$ cat src/rtl/apb_master_arbiter.sv
// Round-robin APB4 master sharing one APB slave between NREQ valid/done requesters.
// Sequences SETUP/ACCESS, returns read data and aborts slaves that stall past TIMEOUT.
module apb_master_arbiter #(
   parameter int unsigned DATA_WIDTH = 32,
   parameter int unsigned ADDR_WIDTH = 32,
   parameter int unsigned NBYTES     = DATA_WIDTH / 8,
   parameter int unsigned NREQ       = 2,
   parameter int unsigned TIMEOUT    = 16
) (
   input  logic                       PCLK,
   input  logic                       PRESETn,
   input  logic [NREQ-1:0]            req_valid,
   input  logic [NREQ*ADDR_WIDTH-1:0] req_addr,
   input  logic [NREQ-1:0]            req_write,
   input  logic [NREQ*NBYTES-1:0]     req_strb,
   input  logic [NREQ*DATA_WIDTH-1:0] req_wdata,
   output logic [NREQ-1:0]            req_done,
   output logic [NREQ-1:0]            req_err,
   output logic [NREQ*DATA_WIDTH-1:0] req_rdata,
   output logic                       PSELx,
   output logic                       PENABLE,
   output logic [ADDR_WIDTH-1:0]      PADDR,
   output logic                       PWRITE,
   output logic [NBYTES-1:0]          PSTRB,
   output logic [DATA_WIDTH-1:0]      PWDATA,
   input  logic [DATA_WIDTH-1:0]      PRDATA,
   input  logic                       PREADY
);

   localparam int unsigned GW = (NREQ > 1) ? $clog2(NREQ) : 1;
   localparam int unsigned CW = $clog2(TIMEOUT + 1);

   typedef enum logic [1:0] {StIdle, StSetup, StAccess} state_e;

   state_e                       r_state, w_state;
   logic [CW-1:0]                r_cnt, w_cnt;
   logic [GW-1:0]                r_last, w_last;
   logic                         r_psel, w_psel;
   logic                         r_penable, w_penable;
   logic [ADDR_WIDTH-1:0]        r_paddr, w_paddr;
   logic                         r_pwrite, w_pwrite;
   logic [NBYTES-1:0]            r_pstrb, w_pstrb;
   logic [DATA_WIDTH-1:0]        r_pwdata, w_pwdata;
   logic [NREQ-1:0]              r_done, w_done;
   logic [NREQ-1:0]              r_err, w_err;
   logic [NREQ*DATA_WIDTH-1:0]   r_rdata, w_rdata;

   logic [NREQ-1:0]              w_elig;
   logic                         w_found;
   logic [GW-1:0]                w_gnt;
   logic [GW-1:0]                w_idx;

   // A requester whose done pulse is visible still holds a stale valid this cycle.
   assign w_elig = req_valid & ~r_done;

   always_comb begin
      w_found = 1'b0;
      w_gnt   = '0;
      w_idx   = '0;
      for (int k = 1; k <= int'(NREQ); k++) begin
         w_idx = GW'((int'(r_last) + k) % NREQ);
         if (!w_found && w_elig[w_idx]) begin
            w_found = 1'b1;
            w_gnt   = w_idx;
         end
      end
   end

   always_comb begin
      w_state   = r_state;
      w_cnt     = r_cnt;
      w_last    = r_last;
      w_psel    = r_psel;
      w_penable = r_penable;
      w_paddr   = r_paddr;
      w_pwrite  = r_pwrite;
      w_pstrb   = r_pstrb;
      w_pwdata  = r_pwdata;
      w_done    = '0;
      w_err     = '0;
      w_rdata   = r_rdata;
      unique case (r_state)
         StIdle: begin
            if (w_found) begin
               w_last    = w_gnt;
               w_paddr   = req_addr[int'(w_gnt)*ADDR_WIDTH +: ADDR_WIDTH];
               w_pwrite  = req_write[w_gnt];
               w_pwdata  = req_wdata[int'(w_gnt)*DATA_WIDTH +: DATA_WIDTH];
               w_pstrb   = req_write[w_gnt] ? req_strb[int'(w_gnt)*NBYTES +: NBYTES] : '0;
               w_psel    = 1'b1;
               w_penable = 1'b0;
               w_state   = StSetup;
            end
         end
         StSetup: begin
            w_penable = 1'b1;
            w_cnt     = '0;
            w_state   = StAccess;
         end
         StAccess: begin
            if (PREADY) begin
               w_psel         = 1'b0;
               w_penable      = 1'b0;
               w_done[r_last] = 1'b1;
               if (!r_pwrite) begin
                  w_rdata[int'(r_last)*DATA_WIDTH +: DATA_WIDTH] = PRDATA;
               end
               w_state = StIdle;
            end else begin
               w_cnt = r_cnt + 1'b1;
               if (w_cnt == CW'(TIMEOUT)) begin
                  w_psel         = 1'b0;
                  w_penable      = 1'b0;
                  w_done[r_last] = 1'b1;
                  w_err[r_last]  = 1'b1;
                  w_state        = StIdle;
               end
            end
         end
         default: w_state = StIdle;
      endcase
   end

   always_ff @(posedge PCLK or negedge PRESETn) begin
      if (!PRESETn) begin
         r_state   <= StIdle;
         r_cnt     <= '0;
         r_last    <= GW'(NREQ - 1);
         r_psel    <= 1'b0;
         r_penable <= 1'b0;
         r_paddr   <= '0;
         r_pwrite  <= 1'b0;
         r_pstrb   <= '0;
         r_pwdata  <= '0;
         r_done    <= '0;
         r_err     <= '0;
         r_rdata   <= '0;
      end else begin
         r_state   <= w_state;
         r_cnt     <= w_cnt;
         r_last    <= w_last;
         r_psel    <= w_psel;
         r_penable <= w_penable;
         r_paddr   <= w_paddr;
         r_pwrite  <= w_pwrite;
         r_pstrb   <= w_pstrb;
         r_pwdata  <= w_pwdata;
         r_done    <= w_done;
         r_err     <= w_err;
         r_rdata   <= w_rdata;
      end
   end

   assign PSELx     = r_psel;
   assign PENABLE   = r_penable;
   assign PADDR     = r_paddr;
   assign PWRITE    = r_pwrite;
   assign PSTRB     = r_pstrb;
   assign PWDATA    = r_pwdata;
   assign req_done  = r_done;
   assign req_err   = r_err;
   assign req_rdata = r_rdata;

endmodule
$ cat config.mk
export PLATFORM = sky130hd
export DESIGN_NAME = apb_master_arbiter
export DESIGN_NICKNAME = d
export VERILOG_FILES = /design/src/rtl/apb_master_arbiter.sv
export SDC_FILE = /design/constraint.sdc
export NUM_CORES = 1
export LEC_CHECK = 0
export BUFFER_PORTS_ARGS = -buffer_cell sky130_fd_sc_hd__clkbuf_2
export CELL_PAD_IN_SITES_DETAIL_PLACEMENT = 1
export CELL_PAD_IN_SITES_GLOBAL_PLACEMENT = 1
export CORE_MARGIN = 1
export CORE_UTILIZATION = 35
export DETAILED_ROUTE_END_ITERATION = 8
export PLACE_DENSITY_LB_ADDON = 0.1
export SLEW_MARGIN = 20
export SYNTH_ARGS = -nofsm -noshare
export SYNTH_HDL_FRONTEND = slang
export SYNTH_SLANG_ARGS = --single-unit
$ cat constraint.sdc
create_clock -name PCLK -period 1.8 [get_ports PCLK]
set_input_delay 0.09 -clock PCLK [delete_from_list [all_inputs] [get_ports PCLK]]
set_output_delay 0.09 -clock PCLK [all_outputs]
set_load 0.005 [all_outputs]
==> impl_metrics.toml <==
[global_route]
gr-total-overflow = 0
grt_max_degree = 65
grt_pass1_wl_mm = 36.4
track_usage = 0.261
grt_pass1_vias = 6878
antenna_found_initial = 3

[placement]
port_buffers = 313
dp_hpwl_mm = 13.9
gp_congestion = 0.755
postPlaceCellArea_um2 = 8190

[die]
start_util = 0.362
row_count = 48
die_area_um2 = 18600
die_w_um = 136
ios = 314
chipHeight_um = 136
core_area_um2 = 17500

[logic_synthesis]
synthSimpleGateAreaFrac = 0.0795
synth_xor_area_frac = 0
seq_area_frac_synth = 0.581
syn_nets = 692
synth_area_per_cell_um2 = 12.3
synth-compound-area-share = 0.0769
synth_fa_ha_area_frac = 0.00395
ys_ff_latch = 147
synth.distinct_cells = 39
syn_inst = 515
synthMuxAreaShare = 0.225
yosysWarnings = 0
synth_top_family_by_area = "multiplexers"
synth_area_um2 = 6330

[cells_and_area]
final_cell_area_um2 = 10500
area_growth_pct = 65.8
drive_gt1_frac = 0.430
fin_util = 0.600
nets = 1177

[power]
peakVddDrop_mv = 0.734
power_density_nw_per_um2 = 1430
power.static_leakage_nw = 5.39
total_power_mw = 15.0

[timing]
max_slew_margin = 0.597
finalClockSkew_ns = 0.0109
final-hold-violation-count = 0
holdWs_ns = 0.0382
period_needed_ns = 1.73
fin_crit_sh = 0.958
fmax_mhz = 580
setup_viol = 0
rsz0062_at_grt = "false"
setup_tns_ns = 0
worstMarginPinSlew_ns = 0.604
final-max-slew-violation-count = 0

[min_path]
hold_path_class = "primary input to flip-flop"

[critical_path]
crit_type = "flip-flop to flip-flop"
worstPathRequired_ns = 2.08
crit_fanout = 25
cp_cell_sequence = "nand3b_2 > nand2_4 > buf_12 > mux2i_2 > o21ai_0"
start_kind = "flip-flop"
slowest_delay_ns = 0.62
critical_path.slowest_cell = "dfstp_2"
worst_ep_arrival_time_ns = 2.00
cp_top_family = "flip-flops"
end_kind = "flip-flop"
cp_num_buf_inv = 1

[cts]
clock_path_buffers = 2
numCtsBuffers = 17
cts_tree = "built"
clockRootBuffer = "clkbuf_16"
clk_pin_slew_ns = 0.06
cts.sinks = 147
htreeDepth = 4
clock_latency_ns = 0.42

[route]
drt_iter0_markers = 169
viasPerCell = 4.88
drtAntennaViolNets = 0
wl_per_cell_um = 19.1
via_count = 6047
drc_errors = 0
drt-total-wl_mm = 23.7
dr.pass1.iters = 4

[run_status]
status = "complete, no violations"

[run]
cap_violations = 0
routing by layer:
layer  up-vias  share of wire  routed length, um  track usage
met5         -              0                  0            0
met4         0          0.045               1060        0.149
met3        74          0.056               1320       0.0623
met2       242           0.53              12500        0.467
met1      2953           0.37               8820        0.281
li1       2778              -                  -            -
logic make-up (layout without fill, tap and decap cells):
group	Yosys count	after routing
compound gates	91	91
fa+ha+maj	2	2
buf+inv	34	531
flops	147	147
mux	134	134
other cells	0	3
simple gates	107	107
synth_stat cells (all sizes together):
library cell | instances | area share
a31oi | 1 | 0.00099
a21o | 2 | 0.0024
nor3 | 4 | 0.0032
nor4b | 1 | 0.0038
a21oi | 7 | 0.0055
nand3b | 1 | 0.0018
nor2b | 2 | 0.0020
nor2 | 8 | 0.0047
and3 | 1 | 0.00099
nor4bb | 1 | 0.0016
buf | 21 | 0.026
mux2i | 70 | 0.11
o211ai | 3 | 0.0036
a311o | 1 | 0.0016
dfrtp | 146 | 0.58
nand2b | 7 | 0.0081
nand3 | 2 | 0.0016
a211o | 1 | 0.0014
clkbuf | 11 | 0.0065
ha | 2 | 0.0040
mux2 | 64 | 0.11
o22a | 1 | 0.0014
nor3b | 1 | 0.0012
and3b | 1 | 0.0014
a21bo | 1 | 0.0016
nand4b | 2 | 0.0028
nand2 | 75 | 0.045
o21ai | 74 | 0.059
dfstp | 1 | 0.0042
and4b | 1 | 0.0016
clkinv | 1 | 0.00059
inv | 1 | 0.00059
where the power goes:
group          internal (mW)  switching, mW
registers               4.86          0.955
logic                   2.77           2.89
clock network           2.12           1.40
total                   9.75           5.24
cell usage in the layout, fill, tap and decap left out, types with 4 or more instances in the layout:
cell	n
a21oi_1	7
buf_12	6
buf_4	11
clkbuf_16	18
clkbuf_2	312
dfrtp_1	146
dlygate4sd3_1	167
mux2_2	64
mux2i_1	67
nand2_1	74
nand2b_1	6
nor2_1	8
nor3_1	4
o21ai_0	44
o21ai_1	30
flip-flops by register name (all words and copies together), names as in the netlist, 2 cells and up:
register   cells
PWDATA        32
r_state        2
req_done       2
PSTRB          4
r_cnt          5
req_rdata     64
req_err        2
PADDR         32
worst paths after layout:
check	start	to	slack, ns	cells after the start
max	r_last$_DFFE_PN1P_	PADDR[11]$_DFFE_PN0P_	0.07	5
min	req_strb[4]	PSTRB[0]$_DFFE_PN0P_	0.04	3
max reg2reg	r_last$_DFFE_PN1P_	PADDR[11]$_DFFE_PN0P_	0.07	5
min reg2reg	PWDATA[6]$_DFFE_PN0P_	PWDATA[6]$_DFFE_PN0P_	0.48	2
max in group asynchronous	PRESETn	req_rdata[26]$_DFFE_PN0P_	0.89	3
min in group asynchronous	PRESETn	req_rdata[40]$_DFFE_PN0P_	0.24	2
tightest hold or removal path, cell delays in order:
cell and delay, ns:
clkbuf_2 0.08, mux2i_1 0.07, o21ai_0 0.18
through the flow:
stage / std cells / setup WS [ns]
floorplan: 515 / 0.272
global placement: 1038 / 0.193
detailed placement: 1038 / 0.142
CTS: 1236 / 0.141
global route: 1240 / 0.00444
finish: 1240 / 0.0749
final cells by class:
class	count	area, um2
fillers	1895	6980
multi-input cells	334	2460
diodes	3	7.51
clock buffers	20	457
repair buffers	498	3470
flip-flops and latches	147	3680
inverters	2	7.51
well taps	225	282
clock inverters	11	128
what timing repair did:
item                                    CTS  global route
hold buffers                            167             0
setup buffers                             0             0
hold endpoints to repair                190             0
gates resized for setup                   0             4
endpoints found under the setup margin    0             1
Power figures use the tool's default switching activity.
